--- src/rtl/riscv_pkg.sv ---
// riscv_pkg: encodings and types shared across the core.
// Holds funct3 load/store codes, mcause values and the LSU state enum.
package riscv_pkg;

  localparam logic [2:0] F3_LB  = 3'b000;
  localparam logic [2:0] F3_LH  = 3'b001;
  localparam logic [2:0] F3_LW  = 3'b010;
  localparam logic [2:0] F3_LBU = 3'b100;
  localparam logic [2:0] F3_LHU = 3'b101;
  localparam logic [2:0] F3_SB  = 3'b000;
  localparam logic [2:0] F3_SH  = 3'b001;
  localparam logic [2:0] F3_SW  = 3'b010;

  localparam logic [3:0] MCAUSE_ILLEGAL  = 4'd2;
  localparam logic [3:0] MCAUSE_LD_MIS   = 4'd4;
  localparam logic [3:0] MCAUSE_LD_FAULT = 4'd5;
  localparam logic [3:0] MCAUSE_ST_MIS   = 4'd6;
  localparam logic [3:0] MCAUSE_ST_FAULT = 4'd7;

  typedef enum logic [1:0] {
    IDLE,
    BUSY,
    DONE
  } lsu_state_t;

  function automatic logic f3_legal(
    input logic [2:0] f3,
    input logic       store
  );
    if (store)
      return f3 inside {F3_SB, F3_SH, F3_SW};
    return f3 inside {F3_LB, F3_LH, F3_LW,
                      F3_LBU, F3_LHU};
  endfunction

endpackage

--- src/rtl/lsu_align.sv ---
// lsu_align: byte-lane select, store replication and
// load lane extraction with sign/zero extension.
module lsu_align
  import riscv_pkg::*;
(
  input  logic [2:0]  funct3,
  input  logic [1:0]  offset,
  input  logic [31:0] wdata,
  input  logic [31:0] bus_rdata,
  output logic [3:0]  sel,
  output logic [31:0] bus_wdata,
  output logic [31:0] rdata
);

  logic        is_byte;
  logic        is_half;
  logic        uns;
  logic [31:0] shifted;

  assign is_byte = funct3[1:0] == 2'b00;
  assign is_half = funct3[1:0] == 2'b01;
  assign uns     = funct3[2];
  assign shifted = bus_rdata >> {offset, 3'b000};

  always_comb begin
    sel       = 4'b1111;
    bus_wdata = wdata;
    rdata     = shifted;
    unique case (1'b1)
      is_byte: begin
        sel       = 4'b0001 << offset;
        bus_wdata = {4{wdata[7:0]}};
        rdata     = uns
          ? {24'b0, shifted[7:0]}
          : {{24{shifted[7]}}, shifted[7:0]};
      end
      is_half: begin
        sel       = 4'b0011 << offset;
        bus_wdata = {2{wdata[15:0]}};
        rdata     = uns
          ? {16'b0, shifted[15:0]}
          : {{16{shifted[15]}}, shifted[15:0]};
      end
      default: ;
    endcase
  end

endmodule

--- src/rtl/lsu.sv ---
// lsu: RV32I load/store unit with a Wishbone data master.
// One access in flight; illegal/misaligned requests never reach the bus.
module lsu
  import riscv_pkg::*;
#(
  parameter int TIMEOUT = 255
) (
  input  logic        clk_i,
  input  logic        rst_i,
  input  logic        req_i,
  input  logic        is_load_i,
  input  logic        is_store_i,
  input  logic [2:0]  funct3_i,
  input  logic [31:0] addr_i,
  input  logic [31:0] wdata_i,
  input  logic        kill_i,
  output logic        stall_o,
  output logic        done_o,
  output logic [31:0] rdata_o,
  output logic [31:0] mem_addr_o,
  output logic        e_ld_addr_mis_o,
  output logic        e_st_addr_mis_o,
  output logic        e_ld_acc_fault_o,
  output logic        e_st_acc_fault_o,
  output logic        e_illegal_inst_o,
  output logic [31:0] dwbm_addr_o,
  output logic [31:0] dwbm_dat_o,
  output logic [3:0]  dwbm_sel_o,
  output logic        dwbm_we_o,
  output logic        dwbm_cyc_o,
  output logic        dwbm_stb_o,
  input  logic [31:0] dwbm_dat_i,
  input  logic        dwbm_ack_i,
  input  logic        dwbm_err_i
);

  localparam int CW = $clog2(TIMEOUT + 1);

  lsu_state_t  state;
  logic [2:0]  f3_q;
  logic        st_q;
  logic        killed;
  logic [CW-1:0] cnt;

  logic        accept;
  logic        legal;
  logic        mis;
  logic        timeout;
  logic        finish;
  logic        fault;
  logic        quiet;
  logic [2:0]  al_f3;
  logic [1:0]  al_off;
  logic [3:0]  al_sel;
  logic [31:0] al_wdata;
  logic [31:0] al_rdata;

  assign accept = state == IDLE && req_i &&
                  (is_load_i || is_store_i) && !kill_i;
  assign legal  = f3_legal(funct3_i, is_store_i);
  assign mis    = (funct3_i[1:0] == 2'b01 && addr_i[0]) ||
                  (funct3_i[1:0] == 2'b10 &&
                   addr_i[1:0] != 2'b00);
  assign stall_o = !rst_i && (accept || state == BUSY);

  assign timeout = cnt == CW'(TIMEOUT - 1);
  assign finish  = dwbm_ack_i || dwbm_err_i || timeout;
  // ack beats a simultaneous timeout; err always faults
  assign fault   = dwbm_err_i || !dwbm_ack_i;
  assign quiet   = killed || kill_i;

  // request fields in IDLE, latched ones while on the bus
  assign al_f3  = state == IDLE ? funct3_i : f3_q;
  assign al_off = state == IDLE ? addr_i[1:0]
                                : mem_addr_o[1:0];

  lsu_align u_align (
    .funct3    (al_f3),
    .offset    (al_off),
    .wdata     (wdata_i),
    .bus_rdata (dwbm_dat_i),
    .sel       (al_sel),
    .bus_wdata (al_wdata),
    .rdata     (al_rdata)
  );

  always_ff @(posedge clk_i) begin
    if (rst_i) begin
      state            <= IDLE;
      f3_q             <= '0;
      st_q             <= 1'b0;
      killed           <= 1'b0;
      cnt              <= '0;
      done_o           <= 1'b0;
      rdata_o          <= '0;
      mem_addr_o       <= '0;
      e_ld_addr_mis_o  <= 1'b0;
      e_st_addr_mis_o  <= 1'b0;
      e_ld_acc_fault_o <= 1'b0;
      e_st_acc_fault_o <= 1'b0;
      e_illegal_inst_o <= 1'b0;
      dwbm_addr_o      <= '0;
      dwbm_dat_o       <= '0;
      dwbm_sel_o       <= '0;
      dwbm_we_o        <= 1'b0;
      dwbm_cyc_o       <= 1'b0;
      dwbm_stb_o       <= 1'b0;
    end else begin
      done_o           <= 1'b0;
      e_ld_addr_mis_o  <= 1'b0;
      e_st_addr_mis_o  <= 1'b0;
      e_ld_acc_fault_o <= 1'b0;
      e_st_acc_fault_o <= 1'b0;
      e_illegal_inst_o <= 1'b0;
      unique case (state)
        IDLE: begin
          if (accept) begin
            f3_q       <= funct3_i;
            st_q       <= is_store_i;
            killed     <= 1'b0;
            cnt        <= '0;
            mem_addr_o <= addr_i;
            if (!legal) begin
              state            <= DONE;
              done_o           <= 1'b1;
              rdata_o          <= '0;
              e_illegal_inst_o <= 1'b1;
            end else if (mis) begin
              state           <= DONE;
              done_o          <= 1'b1;
              rdata_o         <= '0;
              e_st_addr_mis_o <= is_store_i;
              e_ld_addr_mis_o <= !is_store_i;
            end else begin
              state       <= BUSY;
              dwbm_cyc_o  <= 1'b1;
              dwbm_stb_o  <= 1'b1;
              dwbm_we_o   <= is_store_i;
              dwbm_addr_o <= {addr_i[31:2], 2'b00};
              dwbm_sel_o  <= al_sel;
              dwbm_dat_o  <= al_wdata;
            end
          end
        end
        BUSY: begin
          if (kill_i)
            killed <= 1'b1;
          if (finish) begin
            state      <= DONE;
            cnt        <= '0;
            dwbm_cyc_o <= 1'b0;
            dwbm_stb_o <= 1'b0;
            dwbm_we_o  <= 1'b0;
            done_o     <= !quiet;
            rdata_o    <= (!fault && !st_q) ? al_rdata : '0;
            e_ld_acc_fault_o <= !quiet && fault && !st_q;
            e_st_acc_fault_o <= !quiet && fault && st_q;
          end else begin
            cnt <= cnt + 1'b1;
          end
        end
        DONE: state <= IDLE;
        default: state <= IDLE;
      endcase
    end
  end

endmodule

--- config.mk ---
export PLATFORM = sky130hd
export DESIGN_NAME = lsu
export DESIGN_NICKNAME = d
export VERILOG_FILES = /design/src/rtl/riscv_pkg.sv /design/src/rtl/lsu_align.sv /design/src/rtl/lsu.sv
export SDC_FILE = /design/constraint.sdc
export NUM_CORES = 1
export LEC_CHECK = 0
export BUFFER_PORTS_ARGS = -buffer_cell sky130_fd_sc_hd__buf_2
export CORE_UTILIZATION = 50
export DETAILED_ROUTE_END_ITERATION = 10
export PLACE_DENSITY = 0.86
export SLEW_MARGIN = 20
export SYNTH_ARGS = -nofsm -noshare
export SYNTH_HDL_FRONTEND = slang
export SYNTH_HIERARCHICAL = 1
export SYNTH_SLANG_ARGS = --single-unit
export TNS_END_PERCENT = 5
--- constraint.sdc ---
create_clock -name clk_i -period 3.7 [get_ports clk_i]
set_input_delay 0.37 -clock clk_i [delete_from_list [all_inputs] [get_ports clk_i]]
set_output_delay 0.37 -clock clk_i [all_outputs]
set_load 0.1 [all_outputs]
==> summary.md <==
| Metric | Value |
|---|---|
| Initial Utilization | 51.41% |
| Number of remaining DRC errors | 0 |
| Critical path type | reg -> reg |
| Via Count | 6,489 |
| Startpoint types | register |
| Critical-path top delay cell | mux2_2 |
| Worst hold path class | in -> reg |
| Vias/cell | 5.376 |
| Final hold vios | 0 |
| Worst Setup End Kind | register |
| Final worst path period share | 82.09% |
| Flop pwr share | 39.9% |
| Largest net degree at the start of global routing | 83 |
| DR iter-0 viols | 430 |
| Top-count cell post-synth | nand2_1 |
| Worst path bufs/invs | 0 |
| Clk root buf | clkbuf_16 |
| Ant. Diodes | 0 |
| Psw | 0.001299 W |
| Synth Register Bits | 153 |
| Pwr per Cell Area | 498.5 mW/mm^2 |
| Clock Skew | 6.773 ps |
| Fraction of registers with async set or reset after synthesis | 0% |
| Critical Path Fanout Max | 29 |
| Core ar. | 0.01324 sq mm |
| Fin area | 0.008587 sq mm |
| Post-DRT Antenna Nets | 0 |
| Grt ovf | 0 |
| Commonest cells post-synth | nand2_1, dfxtp_1, a21oi_1, clkbuf_1, a22o_1 |
| Slew Limit Fails | 0 |
| Seq/Total Area, Yosys | 44.99% |
| Power share of the combinational group | 17.5% |
| Area contributors post-synth | dfxtp_1, nand2_1, a21oi_1 |
| Area Overhead vs Synth | 26.13% |
| IR drop worst, VDD | 282.7 uV |
| Clk Latency, worst-skew pair | 410 ps |
| Total die area | 0.01409 sq mm |
| Crit-path max cell delay | 680 ps |
| WL per Instance | 15.36 um |
| Status | complete, no violations |
| P_leak | 3.766 nW |
| Total of max-cap violations | 0 |
| Final nets | 1,127 |
| Num CTS Buffers | 17 |
| Worst Path Arrival | 3340 ps |
| Switch share | 30.34% |
| Worst-margin pin slew | 944.1 ps |
| Layout cells sized above 1 | 32.49% |
| Max clock buf depth | 2 |
| Worst-path clk slew | 70 ps |
| GRT Util Overall | 26.00% |
| Drt first pass iters | 5 |
| Post-DP HPWL | 13,060 um |
| Final setup viols | 0 |
| DIE HEIGHT | 118.7 um |
| Post-synth EDFFs | 0 |
| CTS tree | done |
| DRT Wirelength | 18,530 um |
| Yosys top cell area share | 44.99% |
| Largest area contributor in the netlist | dfxtp_1 |
| Post-Synthesis Cell Area | 0.006808 sq mm |
| Postcts setup bufs | 0 |
| Cells after Synth | 820 |
| Peak Freq | 329.2 MHz |
| Post-CTS sizing | 0 |
| Primary FF master, synth | dfxtp_1 |
| Vias in the first global route | 5,877 |
| CP cell instances | nor2_1, mux2_2, mux2i_2, o22ai_1, a21oi_2, nand2_1, a22o_1 |
| CTS H-tree depth | 4 |
| Area after DPL | 0.007963 sq mm |
| Slew headroom | 36.86% |
| GPL Wtd Cong | 0.8849 |
| Mapped Avg Cell Area | 8.302 sq um |
| Final setup TNS | 0 ps |
| Worst EP required | 4000 ps |
| Hold Buf Count CTS | 0 |
| Die Span X | 118.7 um |
| Int Power | 0.002982 W |
| Global-route wire length before repair | 29,230 um |
| Crit-path leading delay family | multiplexers |
| Distinct cells, synth | 64 |
| Fillers | 1,135 |
| Clock sink count | 153 |
| RSZ-0062 raised after global routing | no |
| Cell row count | 42 |
| Initial antenna violation count | 0 |
| Clk pwr share | 42.7% |
| Min Tclk post-route | 3037 ps |
| Synthesis Warnings | 6 |
| IO Pins | 249 |
| Port buffer count | 246 |
[logic make-up after synthesis]
| kind of cell | share of synthesized area, % |
|---|---|
| AO/OA/AOI/OAI | 20.05 |
| XOR/XNOR | 0.2574 |
| adder cells (fa/ha/maj) | 0.3675 |
| buffers and inverters | 6.047 |
| flip-flops | 44.99 |
| multiplexers | 7.682 |
| other | 0.05508 |
| AND/OR/NAND/NOR | 20.55 |
[final cells by class]
class / count / area [sq um] / area share (%)
multi-input combinational: 587 / 3354 / 39.06
timing repair buffer: 254 / 1306 / 15.21
inverter: 5 / 18.77 / 0.2186
tap: 176 / 220.2 / 2.564
sequential: 153 / 3063 / 35.67
clock buffer: 18 / 439.2 / 5.114
clock inverter: 14 / 185.2 / 2.156
[state kept, by name, summed over array words and instances (netlist names), 2 cells and up]
signal / flops
state: 2
dwbm_addr_o: 30
f3_q: 3
rdata_o: 32
mem_addr_o: 32
dwbm_dat_o: 32
cnt: 8
dwbm_sel_o: 4
[worst reg2reg max path, cell delays in order, from the launching register on]
cell	delay, ps
dfxtp_1	380
nor2_1	430
mux2_2	690
mux2i_2	370
o22ai_1	150
a21oi_2	550
nand2_1	130
a22o_1	240
[cell usage in the layout (no fill, tap or decap), types with 11 or more instances in the layout]
master / netlist / routed
nand2_1: 251 / 251
mux2i_1: 16 / 16
dfxtp_1: 153 / 153
o21ai_0: 20 / 20
clkbuf_16: 0 / 17
nor2_1: 11 / 11
a22o_1: 32 / 32
mux2_2: 29 / 29
a21oi_1: 127 / 127
buf_2: 23 / 245
[per-layer routing]
metal	vias to the layer above	wire length, um	global-route usage (%)
li1	3196	-	-
met1	2998	7950	32.21
met2	262	8808	42.40
met3	33	1318	6.757
met4	0	457	11.47
met5	-	0	0
[final timing paths]
path / slack [ps] / start / endpoint / depth (start not counted)
worst max-delay path: 660 / state[0]$_SDFFE_PP0P_ / rdata_o[23]$_SDFFE_PP0P_ / 7
worst min-delay path: 200 / addr_i[27] / dwbm_addr_o[27]$_SDFFE_PP0P_ / 3
worst max register to register: 660 / state[0]$_SDFFE_PP0P_ / rdata_o[23]$_SDFFE_PP0P_ / 7
worst min register to register: 450 / mem_addr_o[6]$_SDFFE_PP0P_ / mem_addr_o[6]$_SDFFE_PP0P_ / 2
[stage by stage]
step                worst slack (ps)  hold WS [ps]  std cells  power (W)  utilization [%]
detailed placement             728.5         443.7       1175   0.002488            60.13
CTS                            654.0         179.9       1207   0.004304            64.84
finish                         662.6         200.2       1207   0.004281            64.84
floorplan                      396.9         433.8        821   0.002330                -
global route                   422.6         186.9       1207   0.004428            64.84
global placement               820.7         437.9       1175   0.002479            60.13
[power groups by stage]
stage | combinational (W) | clock (W) | sequential (W)
6_report | 0.000748 | 0.00183 | 0.00171
5_1_grt | 0.000795 | 0.00192 | 0.00171
4_1_cts | 0.000748 | 0.00185 | 0.00171
3_5_place_dp | 0.000745 | 0 | 0.00174
3_3_place_gp | 0.000739 | 0 | 0.00174
2_1_floorplan | 0.000326 | 0 | 0.00200
(Power assumes the default switching activity.)
